`src/rtl/rv32_control_fsm.sv`:
```
// rtl/rv32_control_fsm.sv - multi-cycle RV32I control FSM driving ALU, memory port, PC and register file
package rv32_types_pkg;
  typedef enum logic [3:0] {
    ALU_ADD  = 4'd0,
    ALU_SUB  = 4'd1,
    ALU_SLL  = 4'd2,
    ALU_SLT  = 4'd3,
    ALU_SLTU = 4'd4,
    ALU_XOR  = 4'd5,
    ALU_SRL  = 4'd6,
    ALU_SRA  = 4'd7,
    ALU_OR   = 4'd8,
    ALU_AND  = 4'd9,
    ALU_BEQ  = 4'd10,
    ALU_BNE  = 4'd11,
    ALU_BLT  = 4'd12,
    ALU_BGE  = 4'd13,
    ALU_BLTU = 4'd14,
    ALU_BGEU = 4'd15
  } alu_control_t;
endpackage

module rv32_control_fsm #(
  parameter int COUNT_WIDTH = 32
) (
  input  logic                          clk,
  input  logic                          rst,
  input  logic [31:0]                   instr,
  input  logic                          alu_cond,
  input  logic                          mem_ready,
  output logic                          mem_req,
  output logic                          mem_we,
  output logic                          mem_addr_sel,
  output logic [2:0]                    mem_funct3,
  output logic                          ir_we,
  output rv32_types_pkg::alu_control_t  alu_control,
  output logic [1:0]                    alu_src1_sel,
  output logic [1:0]                    alu_src2_sel,
  output logic                          pc_we,
  output logic [1:0]                    pc_sel,
  output logic                          rf_we,
  output logic [1:0]                    wb_sel,
  output logic [COUNT_WIDTH-1:0]        retire_count,
  output logic                          illegal
);
  import rv32_types_pkg::*;

  typedef enum logic [2:0] {
    S_FETCH, S_DECODE, S_EXECUTE, S_MEM, S_WRITEBACK, S_TRAP
  } state_t;

  localparam logic [6:0] OP_LUI    = 7'b0110111;
  localparam logic [6:0] OP_AUIPC  = 7'b0010111;
  localparam logic [6:0] OP_JAL    = 7'b1101111;
  localparam logic [6:0] OP_JALR   = 7'b1100111;
  localparam logic [6:0] OP_BRANCH = 7'b1100011;
  localparam logic [6:0] OP_LOAD   = 7'b0000011;
  localparam logic [6:0] OP_STORE  = 7'b0100011;
  localparam logic [6:0] OP_IMM    = 7'b0010011;
  localparam logic [6:0] OP_REG    = 7'b0110011;
  localparam logic [6:0] OP_FENCE  = 7'b0001111;

  state_t state, state_next;
  logic   retire;
  logic   bad_instr;
  alu_control_t arith_op, branch_op;

  logic [6:0] opcode;
  logic [2:0] funct3;
  logic [6:0] funct7;
  logic [4:0] rd;
  logic       is_store, is_jump;
  logic       unused_reg_fields;

  assign opcode   = instr[6:0];
  assign funct3   = instr[14:12];
  assign funct7   = instr[31:25];
  assign rd       = instr[11:7];
  assign is_store = (opcode == OP_STORE);
  assign is_jump  = (opcode == OP_JAL) || (opcode == OP_JALR);
  // Register specifiers are consumed by the register file, not by control.
  assign unused_reg_fields = ^instr[24:15];

  always_comb begin
    bad_instr = 1'b0;
    case (opcode)
      OP_REG: begin
        if (funct7 == 7'h20) bad_instr = !(funct3 == 3'b000 || funct3 == 3'b101);
        else if (funct7 != 7'h00) bad_instr = 1'b1;
      end
      OP_IMM: begin
        if (funct3 == 3'b001 && funct7 != 7'h00) bad_instr = 1'b1;
        if (funct3 == 3'b101 && funct7 != 7'h00 && funct7 != 7'h20) bad_instr = 1'b1;
      end
      OP_BRANCH: bad_instr = (funct3 == 3'b010) || (funct3 == 3'b011);
      OP_LOAD:   bad_instr = (funct3 == 3'b011) || (funct3 == 3'b110) || (funct3 == 3'b111);
      OP_STORE:  bad_instr = (funct3 > 3'b010);
      OP_LUI, OP_AUIPC, OP_JAL, OP_JALR, OP_FENCE: bad_instr = 1'b0;
      default:   bad_instr = 1'b1;
    endcase
  end

  always_comb begin
    arith_op = ALU_ADD;
    case (funct3)
      3'b000: arith_op = (opcode == OP_REG && funct7[5]) ? ALU_SUB : ALU_ADD;
      3'b001: arith_op = ALU_SLL;
      3'b010: arith_op = ALU_SLT;
      3'b011: arith_op = ALU_SLTU;
      3'b100: arith_op = ALU_XOR;
      3'b101: arith_op = funct7[5] ? ALU_SRA : ALU_SRL;
      3'b110: arith_op = ALU_OR;
      default: arith_op = ALU_AND;
    endcase
  end

  always_comb begin
    branch_op = ALU_BEQ;
    case (funct3)
      3'b001:  branch_op = ALU_BNE;
      3'b100:  branch_op = ALU_BLT;
      3'b101:  branch_op = ALU_BGE;
      3'b110:  branch_op = ALU_BLTU;
      3'b111:  branch_op = ALU_BGEU;
      default: branch_op = ALU_BEQ;
    endcase
  end

  always_ff @(posedge clk) begin
    if (rst) begin
      state        <= S_FETCH;
      retire_count <= '0;
      illegal      <= 1'b0;
    end else begin
      state <= state_next;
      if (retire) retire_count <= retire_count + COUNT_WIDTH'(1);
      if (state_next == S_TRAP) illegal <= 1'b1;
    end
  end

  always_comb begin
    state_next   = state;
    retire       = 1'b0;
    mem_req      = 1'b0;
    mem_we       = 1'b0;
    mem_addr_sel = 1'b0;
    mem_funct3   = 3'b000;
    ir_we        = 1'b0;
    alu_control  = ALU_ADD;
    alu_src1_sel = 2'd0;
    alu_src2_sel = 2'd0;
    pc_we        = 1'b0;
    pc_sel       = 2'd0;
    rf_we        = 1'b0;
    wb_sel       = 2'd0;

    case (state)
      S_FETCH: begin
        mem_req = 1'b1;
        if (mem_ready) begin
          ir_we      = 1'b1;
          state_next = S_DECODE;
        end
      end
      S_DECODE: state_next = bad_instr ? S_TRAP : S_EXECUTE;
      S_EXECUTE: begin
        case (opcode)
          OP_REG: begin
            alu_control = arith_op;
            state_next  = S_WRITEBACK;
          end
          OP_IMM: begin
            alu_control  = arith_op;
            alu_src2_sel = 2'd1;
            state_next   = S_WRITEBACK;
          end
          OP_LUI: begin
            alu_src1_sel = 2'd2;
            alu_src2_sel = 2'd1;
            state_next   = S_WRITEBACK;
          end
          OP_AUIPC: begin
            alu_src1_sel = 2'd1;
            alu_src2_sel = 2'd1;
            state_next   = S_WRITEBACK;
          end
          OP_LOAD, OP_STORE: begin
            alu_src2_sel = 2'd1;
            state_next   = S_MEM;
          end
          OP_BRANCH: begin
            alu_control = branch_op;
            pc_we       = 1'b1;
            pc_sel      = alu_cond ? 2'd1 : 2'd0;
            retire      = 1'b1;
            state_next  = S_FETCH;
          end
          OP_JAL: begin
            pc_we      = 1'b1;
            pc_sel     = 2'd1;
            state_next = S_WRITEBACK;
          end
          OP_JALR: begin
            alu_src2_sel = 2'd1;
            pc_we        = 1'b1;
            pc_sel       = 2'd2;
            state_next   = S_WRITEBACK;
          end
          OP_FENCE: begin
            pc_we      = 1'b1;
            retire     = 1'b1;
            state_next = S_FETCH;
          end
          default: state_next = S_TRAP;
        endcase
      end
      S_MEM: begin
        mem_req      = 1'b1;
        mem_addr_sel = 1'b1;
        mem_we       = is_store;
        mem_funct3   = funct3;
        if (mem_ready) begin
          if (is_store) begin
            pc_we      = 1'b1;
            retire     = 1'b1;
            state_next = S_FETCH;
          end else begin
            state_next = S_WRITEBACK;
          end
        end
      end
      S_WRITEBACK: begin
        rf_we      = (rd != 5'd0);
        wb_sel     = (opcode == OP_LOAD) ? 2'd1 : (is_jump ? 2'd2 : 2'd0);
        // Jumps already redirected the PC in EXECUTE.
        pc_we      = !is_jump;
        retire     = 1'b1;
        state_next = S_FETCH;
      end
      default: state_next = S_TRAP;
    endcase

    // The reset cycle presents an idle port so any in-flight request is dropped.
    if (rst) begin
      retire       = 1'b0;
      mem_req      = 1'b0;
      mem_we       = 1'b0;
      mem_addr_sel = 1'b0;
      mem_funct3   = 3'b000;
      ir_we        = 1'b0;
      alu_control  = ALU_ADD;
      alu_src1_sel = 2'd0;
      alu_src2_sel = 2'd0;
      pc_we        = 1'b0;
      pc_sel       = 2'd0;
      rf_we        = 1'b0;
      wb_sel       = 2'd0;
    end
  end
endmodule

```
`config.mk`:
```
export PLATFORM = sky130hd
export DESIGN_NAME = rv32_control_fsm
export DESIGN_NICKNAME = d
export VERILOG_FILES = /design/src/rtl/rv32_control_fsm.sv
export SDC_FILE = /design/constraint.sdc
export NUM_CORES = 1
export LEC_CHECK = 0
export BUFFER_PORTS_ARGS = -buffer_cell sky130_fd_sc_hd__buf_2
export CORE_MARGIN = 2
export CORE_UTILIZATION = 30
export DETAILED_ROUTE_END_ITERATION = 7
export GPL_TIMING_DRIVEN = 0
export SYNTH_ARGS = -nofsm -noshare
export SYNTH_HDL_FRONTEND = slang
export SYNTH_SLANG_ARGS = --single-unit
```
`constraint.sdc`:
```
create_clock -name clk -period 3.3 [get_ports clk]
set_input_delay 0.99 -clock clk [delete_from_list [all_inputs] [get_ports clk]]
set_output_delay 0.99 -clock clk [all_outputs]
set_load 0.005 [all_outputs]
```
==> qor.yml <==
synth_top_flop_cell: "dfxtp_1"
cp.required_ns: 2.31
hold_path.class: "flop to flop"
period_share_pct: 101
cts_buffer_depth: 2
total_power_w: 0.000902
yosysWarnings: 0
grt_pass1_wl_mm: 13.1
gp_congestion: 0.856
path_class: "input port to primary output"
status: "finished with violations"
syn2layout_area_growth_pct: 31.3
gr-total-overflow: 0
p_leak_nw: 1.28
finalWorstSetupSlack_ns: -0.0321
violations: "setup timing"
root_buffer: "clkbuf_8"
dieArea_um2: 9080
wl_per_cell_um: 15.0
antenna_cells: 0
wl_met3_um: 502
ys_seq_area_share_pct: 28.8
top_layer_used: "met4"
htreeDepth: 2
hold_depth: 1
end_kind: "primary output"
drt-vias-per-instance: 5.59
power_frac_seq_pct: 49.1
drive_gt1_share_pct: 26.7
ys_ff_latch: 36
clkSinkCount: 36
ctsHoldBuffers: 0
syn_area_per_cell_um2: 7.37
r2r_setup_slack_ns: 0.68
grt_max_degree: 11
swShare_pct: 25.9
relSlewSlack_pct: 44.9
dieHeight_um: 95.3
hold_violations: 0
cap_viol_max_count: 0
cts_buffers: 5
finalSetupViolations: 3
postRouteAntennaNets: 0
drt_iter0_markers: 162
fin_area_um2: 3280
dieWidth_um: 95.3
vias: 2990
dr.pass1.iters: 5
worst_pin_slew_ns: 0.819
fin_worst_skew_ns: 0.00513
p_int_w: 0.000668
clkLatencyLatePin_ns: 0.28
grt_use_total_pct: 17.7
comb_power_share_pct: 14.7
cts.clk_slew.worst_paths_ns: 0.07
wl_mm: 8.05
met2WireLength_mm: 3.81
layout.nets: 466
worstSetupStartpointType: "input port"
path_max_fanout: 5
post-route-util_pct: 40.4
rsz0062_at_grt: "yes"
drt-met1-wl_mm: 3.67
antenna_found_initial: 0
synthesis.nets: 376
io_buffers: 75
core.rowCount: 33
synth_cell_types: 52
core_um2: 8130
r2r_cells: 7
period_needed_ns: 3.33
synthArstFlopShare_pct: 0
io_pins: 90
synth_edf_count: 0
vdd.ir_drop.worst_mv: 0.156
powerDensity_nw_per_um2: 275
power_switching_w: 0.000234
syn-cell-area_um2: 2500
clock_power_share_pct: 36.2
fmax_mhz: 300
final_cell_mix: "buf_2 (75), dfxtp_1 (36), nor2_1 (34)"
fillers: 858
synth_cells: 339
cts_tree: "done"
placed_area_um2: 3030
finalMaxSlewViolations: 0
grt_pass1_vias: 2780
layout_commonest_cell: "buf_2"
start_util_pct: 30.7
dp_hpwl_mm: 5.91
critical_path_arrival_ns: 2.34
drc: 0
[what timing repair did]
item,4_1_cts,5_1_grt
endpoints found under the setup margin,9,7
pin swaps,8,1
cloned,0,0
buffers inserted,10,0
gates resized for setup,20,4
[state kept, by name (all words and copies together), names as in the netlist]
signal	count
illegal	1
retire_count	32
state	3
[final cells by class]
cell class              count  area (um^2)  area share, %
repair buffers             85          460           14.0
multi-input cells         260         1660           50.6
plain buffers              24          154           4.69
clock buffers               8         90.1           2.74
well taps                 105          131           4.00
flip-flops and latches     36          721           22.0
inverters                  17         63.8           1.94
[Yosys cell counts, types with 4 or more instances]
cell type | n | area (um^2)
a211oi_1 | 4 | 30.0
a21oi_1 | 26 | 130
a31oi_1 | 4 | 25.0
and2_1 | 4 | 25.0
clkbuf_1 | 22 | 82.6
dfxtp_1 | 36 | 721
inv_1 | 15 | 56.3
mux2_1 | 7 | 78.8
nand2_1 | 21 | 78.8
nand3_1 | 12 | 60.1
nand4_1 | 12 | 75.1
nor2_1 | 35 | 131
nor2b_1 | 9 | 56.3
nor3_1 | 10 | 50.1
nor4_1 | 12 | 75.1
o21ai_0 | 10 | 50.1
o311ai_1 | 6 | 52.6
o31ai_1 | 15 | 113
o41ai_1 | 6 | 52.6
or2_2 | 5 | 31.3
or3_1 | 4 | 25.0
or4_1 | 15 | 113
[per-layer routing]
layer	global-route usage, %	vias to the layer above
li1	-	1469
met1	23.0	1412
met2	30.8	101
met3	2.61	8
met4	3.74	0
met5	0	-
[power by group through the flow]
| stage | logic (W) | registers, W | clock network, W |
|---|---|---|---|
| 2_1_floorplan | 0.0000729 | 0.000452 | 0 |
| 3_3_place_gp | 0.000111 | 0.000453 | 0 |
| 3_5_place_dp | 0.000113 | 0.000453 | 0 |
| 4_1_cts | 0.000130 | 0.000443 | 0.000334 |
| 5_1_grt | 0.000147 | 0.000444 | 0.000358 |
| 6_report | 0.000133 | 0.000443 | 0.000326 |
[final timing paths]
| check | from | to |
|---|---|---|
| max | instr[6] | alu_control[0] |
| min | retire_count[2] | retire_count[2] |
| max reg2reg | state[1] | retire_count[28] |
| min reg2reg | retire_count[2] | retire_count[2] |
[kinds of logic after synthesis]
logic type	Yosys count	share of synthesized area [%]
simple gates	157	34.6
fa+ha+maj	1	0.500
compound gates	90	24.5
mux	10	4.35
buf+inv	43	6.71
other cells	1	0.150
flops	36	28.8
xor+xnor	1	0.350
[per-stage QoR]
step	TNS [ns]	hold slack (ns)	setup slack, ns	std cells
3_5_place_dp	-5.63	0.462	-0.334	519
2_1_floorplan	0	0.457	0.0323	339
6_report	-0.0549	0.480	-0.0321	535
3_3_place_gp	-4.44	0.458	-0.325	519
4_1_cts	-0.0223	0.480	-0.00943	536
5_1_grt	-0.263	0.525	-0.0675	535
[critical path: stages]
cell and delay (ns):
buf_2 0.13, clkbuf_8 0.14, nand2b_4 0.15, or3_4 0.37
o21ai_1 0.10, a31oi_1 0.10, nor3b_1 0.21, buf_2 0.15
(Power assumes the default switching activity.)
